## src/rtl/note_player.sv

```systemverilog
// Note player: latches a note and duration, looks up its phase step, counts beats,
// and answers codec sample requests three cycles later from a 64-point sine reader.

// Synchronous 64x20 step ROM. Twelve semitone steps for the top octave; lower
// octaves are the same steps shifted right. Note 0 (rest) reads as zero.
module frequency_rom (
  input  logic        i_clk,
  input  logic [5:0]  i_addr,
  output logic [19:0] o_step
);
  logic [5:0]  w_idx;
  logic [3:0]  w_semi;
  logic [2:0]  w_oct;
  logic [19:0] w_base;

  assign w_idx  = i_addr - 6'd1;
  assign w_semi = 4'(w_idx % 6'd12);
  assign w_oct  = 3'(w_idx / 6'd12);

  // round(65536 * 2^(k/12))
  always_comb begin
    w_base = 20'd0;
    case (w_semi)
      4'd0:  w_base = 20'd65536;
      4'd1:  w_base = 20'd69433;
      4'd2:  w_base = 20'd73562;
      4'd3:  w_base = 20'd77936;
      4'd4:  w_base = 20'd82570;
      4'd5:  w_base = 20'd87480;
      4'd6:  w_base = 20'd92682;
      4'd7:  w_base = 20'd98193;
      4'd8:  w_base = 20'd104032;
      4'd9:  w_base = 20'd110218;
      4'd10: w_base = 20'd116772;
      4'd11: w_base = 20'd123715;
      default: w_base = 20'd0;
    endcase
  end

  always_ff @(posedge i_clk) begin
    o_step <= (i_addr == 6'd0) ? 20'd0 : (w_base >> (3'd5 - w_oct));
  end
endmodule

// Phase accumulator plus quarter-wave sine ROM. A request samples the current
// phase, then advances it; the sample is valid two cycles after the request.
module sine_reader (
  input  logic        i_clk,
  input  logic        i_reset,
  input  logic        i_generate_next,
  input  logic [19:0] i_step_size,
  output logic [15:0] o_sample
);
  logic [19:0] r_phase;
  logic [5:0]  r_addr;
  logic [3:0]  w_pos;
  logic [4:0]  w_qidx;
  logic [15:0] w_mag;

  always_ff @(posedge i_clk) begin
    if (i_reset) begin
      r_phase <= 20'd0;
      r_addr  <= 6'd0;
    end else if (i_generate_next) begin
      r_addr  <= r_phase[19:14];
      r_phase <= r_phase + i_step_size;
    end
  end

  assign w_pos  = r_addr[3:0];
  assign w_qidx = r_addr[4] ? (5'd16 - {1'b0, w_pos}) : {1'b0, w_pos};

  // round(32767 * sin(2*pi*k/64)), k = 0..16
  always_comb begin
    w_mag = 16'd0;
    case (w_qidx)
      5'd1:  w_mag = 16'd3212;
      5'd2:  w_mag = 16'd6393;
      5'd3:  w_mag = 16'd9512;
      5'd4:  w_mag = 16'd12539;
      5'd5:  w_mag = 16'd15446;
      5'd6:  w_mag = 16'd18204;
      5'd7:  w_mag = 16'd20787;
      5'd8:  w_mag = 16'd23170;
      5'd9:  w_mag = 16'd25329;
      5'd10: w_mag = 16'd27245;
      5'd11: w_mag = 16'd28898;
      5'd12: w_mag = 16'd30273;
      5'd13: w_mag = 16'd31356;
      5'd14: w_mag = 16'd32137;
      5'd15: w_mag = 16'd32609;
      5'd16: w_mag = 16'd32767;
      default: w_mag = 16'd0;
    endcase
  end

  always_ff @(posedge i_clk) begin
    if (i_reset) o_sample <= 16'd0;
    else         o_sample <= r_addr[5] ? -w_mag : w_mag;
  end
endmodule

module note_player (
  input  logic        i_clk,
  input  logic        i_reset,
  input  logic        i_play_enable,
  input  logic [5:0]  i_note_to_load,
  input  logic [5:0]  i_duration_to_load,
  input  logic        i_load_new_note,
  input  logic        i_beat,
  input  logic        i_generate_next_sample,
  output logic [15:0] o_sample_out,
  output logic        o_new_sample_ready,
  output logic        o_done_with_note
);
  logic [5:0]  r_note;
  logic [5:0]  r_dur;
  logic [19:0] r_step;
  logic        r_req_d1, r_req_d2, r_req_d3;
  logic [15:0] r_sample;
  logic        r_done;
  logic        w_active;
  logic        w_reader_reset;
  logic        w_reader_gen;
  logic [19:0] w_rom_step;
  logic [15:0] w_reader_sample;

  assign w_active       = (r_dur != 6'd0) && (r_note != 6'd0);
  assign w_reader_reset = i_reset || i_load_new_note;
  assign w_reader_gen   = i_generate_next_sample && i_play_enable && w_active;

  frequency_rom u_rom (
    .i_clk  (i_clk),
    .i_addr (r_note),
    .o_step (w_rom_step)
  );

  sine_reader u_reader (
    .i_clk           (i_clk),
    .i_reset         (w_reader_reset),
    .i_generate_next (w_reader_gen),
    .i_step_size     (r_step),
    .o_sample        (w_reader_sample)
  );

  always_ff @(posedge i_clk) begin
    if (i_reset) begin
      r_note   <= 6'd0;
      r_dur    <= 6'd0;
      r_step   <= 20'd0;
      r_req_d1 <= 1'b0;
      r_req_d2 <= 1'b0;
      r_req_d3 <= 1'b0;
      r_sample <= 16'd0;
      r_done   <= 1'b0;
    end else begin
      r_step   <= w_rom_step;
      r_req_d1 <= i_generate_next_sample && i_play_enable;
      r_req_d2 <= r_req_d1;
      r_req_d3 <= r_req_d2;
      // Sample register loads as the request enters req_d3, so it is valid with the strobe.
      if (r_req_d2) r_sample <= w_active ? w_reader_sample : 16'h0000;
      r_done <= 1'b0;
      if (i_load_new_note) begin
        r_note <= i_note_to_load;
        r_dur  <= i_duration_to_load;
        r_done <= (i_duration_to_load == 6'd0);
      end else if (i_beat && i_play_enable && r_dur != 6'd0) begin
        r_dur  <= r_dur - 6'd1;
        r_done <= (r_dur == 6'd1);
      end
    end
  end

  assign o_sample_out       = r_sample;
  assign o_new_sample_ready = r_req_d3;
  assign o_done_with_note   = r_done;
endmodule

```

## config.mk

```make
export PLATFORM = sky130hd
export DESIGN_NAME = note_player
export DESIGN_NICKNAME = d
export VERILOG_FILES = /design/src/rtl/note_player.sv
export SDC_FILE = /design/constraint.sdc
export NUM_CORES = 1
export LEC_CHECK = 0
export ABC_AREA = 1
export CAP_MARGIN = 40
export CORE_MARGIN = 3
export CORE_UTILIZATION = 55
export CTS_CLUSTER_DIAMETER = 50
export DETAILED_ROUTE_END_ITERATION = 8
export PLACE_DENSITY = 0.78
export SETUP_SLACK_MARGIN = 0.15
export SLEW_MARGIN = 0
export SYNTH_ARGS = -nofsm -noshare
export SYNTH_HDL_FRONTEND = slang
export SYNTH_SLANG_ARGS = --single-unit
```

## constraint.sdc

```tcl
create_clock -name i_clk -period 5.5 [get_ports i_clk]
set_clock_uncertainty 0.2 [all_clocks]
set_input_delay 0.825 -clock i_clk [delete_from_list [all_inputs] [get_ports i_clk]]
set_output_delay 0.825 -clock i_clk [all_outputs]
set_load 0.01 [all_outputs]
```

==> insert_results.sql <==
INSERT INTO impl_metrics (metric_group, metric, value, unit) VALUES
('floorplanning', 'pin_count', '36', ''),
('setup_path', 'path_delay_family', 'compound AO/OA/AOI/OAI gates', ''),
('placement', 'dp.cells', '1031', ''),
('floorplanning', 'placeableCoreArea', '10900', 'µm²'),
('sta', 'max_clock_freq', '0.285', 'GHz'),
('sta', 'period_needed', '3.50', 'ns'),
('synth', 'syn-instance-count', '886', ''),
('sta', 'setup_ws_final', '2.00', 'ns'),
('grt', 'initial_antenna_violation_count', '0', ''),
('pwr', 'power.share.combinational', '0.333', ''),
('sta', 'unrepaired_setup_endpoints_after_global_routing', 'no', ''),
('setup_path', 'most_common_cell_on_crit_path', 'sky130_fd_sc_hd__nand2_1', ''),
('pwr', 'cellInternalPower', '1.40', 'mW'),
('setup_path', 'crit_path_cell_trace', 'inv_1 -> ha_1 -> nand2_1 -> o21a_1 -> inv_1 -> ha_1 -> nand2_1 -> o211ai_1 -> nand2_1 -> o21ai_0 -> inv_1 -> ha_1 -> nand2_1 -> nor2_2 -> nand2_1 -> nor2_2 -> nand2_1 -> nand2_1 -> a21oi_1 -> o21a_1', ''),
('setup_path', 'critical_path.max_fanout', '7', ''),
('clock_network', 'numCtsBuffers', '9', ''),
('setup_path', 'critPathCaptureType', 'flip-flop', ''),
('final_layout', 'most-common-layout-cells', 'sky130_fd_sc_hd__nand2_1, sky130_fd_sc_hd__dfxtp_1, sky130_fd_sc_hd__inv_1', ''),
('clock_network', 'postCtsHoldBufs', '0', ''),
('sta', 'max-slew-margin-rel', '0.416', ''),
('detailed_routing', 'dr_total_vias', '5623', ''),
('final_layout', 'area_growth', '9.94', '%'),
('run', 'max-cap-violations', '0', ''),
('pwr', 'peakVddDrop', '0.159', 'mV'),
('pwr', 'switching_share', '0.366', ''),
('floorplanning', 'die_area', '12500', 'µm²'),
('sta', 'period_share', '0.637', ''),
('clock_network', 'tritoncts_num_sinks', '108', ''),
('synth', 'syn-cell-area', '6180', 'µm²'),
('grt', 'pin_count_of_the_biggest_net_entering_global_routing', '34', ''),
('clock_network', 'cts-root-to-sink-buffers', '2', ''),
('setup_path', 'master_of_the_slowest_instance_on_the_critical_path', 'sky130_fd_sc_hd__dfxtp_1', ''),
('final_layout', 'layout_commonest_cell', 'sky130_fd_sc_hd__nand2_1', ''),
('pwr', 'clkPwrFrac', '0.245', ''),
('setup_path', 'worstSetupPathType', 'reg2reg', ''),
('min_path', 'min_path_type', 'reg2reg', ''),
('synth', 'number_of_flops_mapped_to_enable_cells_by_yosys', '0', ''),
('clock_network', 'cts.root.buffer_cell', 'sky130_fd_sc_hd__clkbuf_8', ''),
('grt', 'grt_pass1_vias', '5032', ''),
('sta', 'slew_viol_final', '0', ''),
('setup_path', 'timing.critical_path.buf_inv', '3', ''),
('placement', 'port_buffers', '35', ''),
('floorplanning', 'floorplan.rows', '38', ''),
('setup_path', 'max_stage_delay', '0.45', 'ns'),
('floorplanning', 'chipHeight', '112', 'µm'),
('final_layout', 'ant_diodes', '0', ''),
('sta', 'setup_violations', '0', ''),
('floorplanning', 'initial_utilization', '0.568', ''),
('synth', 'async_flop_share', '0', ''),
('clock_network', 'cts_tree', 'yes', ''),
('clock_network', 'postCtsSetupRepairBufs', '0', ''),
('setup_path', 'critical_path_required', '5.64', 'ns'),
('synth', 'syn_nets', '941', ''),
('synth', 'synth.distinct_cells', '41', ''),
('detailed_routing', 'detail_route.wl_per_cell', '12.6', 'µm'),
('placement', 'place_congestion', '0.956', ''),
('pwr', 'sequentialPowerShare', '0.422', ''),
('detailed_routing', 'ant_nets_after_route', '0', ''),
('synth', 'synth-seq-cells', '108', ''),
('grt', 'groute.usage.overall', '0.218', ''),
('synth', 'syn_area_per_cell', '6.97', 'µm²'),
('setup_path', 'crit_arrival', '3.65', 'ns'),
('pwr', 'leakage_power', '3.10', 'nW'),
('clock_network', 'cts_resized', '0', ''),
('final_layout', 'finalNonFillerCells', '1047', ''),
('synth', 'fraction_of_the_yosys_area_taken_by_sequential_cells', '0.350', ''),
('status', 'status', 'complete, no violations', ''),
('floorplanning', 'floorplan.die.width', '112', 'µm'),
('setup_path', 'startpoint_type', 'flip-flop', ''),
('detailed_routing', 'dr.first_iter.drc_count', '406', ''),
('placement', 'hpwl_after_detailed_placement', '9390', 'µm');
==> cell type report <==
type / instances / area (µm²) / share of cell area
well taps: 140 / 175 / 0.0258
clock inverters: 7 / 97.6 / 0.0144
flip-flops and latches: 108 / 2160 / 0.318
clock buffers: 9 / 124 / 0.0182
multi-input cells: 646 / 3490 / 0.514
repair buffers: 38 / 373 / 0.0549
inverters: 99 / 372 / 0.0547
==> through the flow <==
stage / hold slack [ns] / total power, mW / area, µm² / utilization
after detailed placement: 0.194 / 1.68 / 6570 / 0.604
after global routing: 0.209 / 2.37 / 6790 / 0.624
final: 0.197 / 2.21 / 6790 / 0.624
after global placement: 0.190 / 1.67 / 6570 / 0.604
after CTS: 0.198 / 2.22 / 6790 / 0.624
after floorplan: 0.188 / 1.52 / 6180 / -
==> routing by layer <==
metal | GRT usage | vias to the layer above | wire length (µm)
met5 | 0 | - | 0
met4 | 0.0873 | 0 | 264
met3 | 0.0337 | 20 | 458
met2 | 0.352 | 107 | 6100
met1 | 0.293 | 2536 | 6400
li1 | - | 2960 | -
==> cell usage after synthesis (all sizes together) (6+ instances only) <==
library cell	number	area (µm²)
a21oi	71	355
a31oi	7	43.8
buf	10	68.8
clkbuf	23	86.3
dfxtp	108	2160
ha	36	450
inv	99	372
nand2	205	830
nand3	91	500
nand4	18	119
nor2	78	310
o211ai	9	72.6
o21ai	80	408
o21bai	8	60.1
or2	6	37.5
xnor2	7	61.3
xor2	8	70.1
==> registers in the layout, summed over array words and instances (netlist names) <==
name / cells
u_reader.r_phase: 20
u_reader.o_sample: 16
r_note: 6
r_dur: 6
u_reader.r_addr: 6
o_done_with_note: 1
r_req_d2: 1
o_new_sample_ready: 1
r_step: 17
u_rom.o_step: 17
r_req_d1: 1
o_sample_out: 16
==> power groups by stage <==
stage	clock network (mW)	logic, mW	registers, mW
after floorplan	0	0.586	0.938
after global placement	0	0.720	0.949
after detailed placement	0	0.725	0.950
after CTS	0.557	0.730	0.932
after global routing	0.586	0.838	0.943
final	0.541	0.734	0.932
==> final timing paths <==
path                            slack, ns                             from  cells after the start                                to
worst max register to register       2.00  u_reader.r_addr[0]$_SDFFE_PP0P_                     20  u_reader.o_sample[10]$_SDFF_PP0_
worst min-delay path                 0.20       u_rom.o_step[9]$_SDFF_PP0_                      2              r_step[9]$_SDFF_PP0_
worst max-delay path                 2.00  u_reader.r_addr[0]$_SDFFE_PP0P_                     20  u_reader.o_sample[10]$_SDFF_PP0_
worst min register to register       0.20       u_rom.o_step[9]$_SDFF_PP0_                      2              r_step[9]$_SDFF_PP0_
==> worst register-to-register path: cells and delay by family (launching register included) <==
kind | cells | cell delay, ns
AOI/OAI and AO/OA | 5 | 0.90
adders and majority gates | 3 | 0.87
and+or+nand+nor | 9 | 0.60
DFF | 1 | 0.45
buffers and inverters | 3 | 0.41
==> kinds of logic (layout without fill, tap and decap cells) <==
kind of cell             count (synthesis)  count (layout)  share of synthesized area
AO/OA/AOI/OAI                          185             185                      0.165
XOR/XNOR                                15              15                     0.0213
adder cells (fa/ha/maj)                 37              37                     0.0761
buffers and inverters                  132             153                     0.0852
flip-flops                             108             108                      0.350
AND/OR/NAND/NOR                        409             409                      0.303
(Power assumes the default switching activity.)
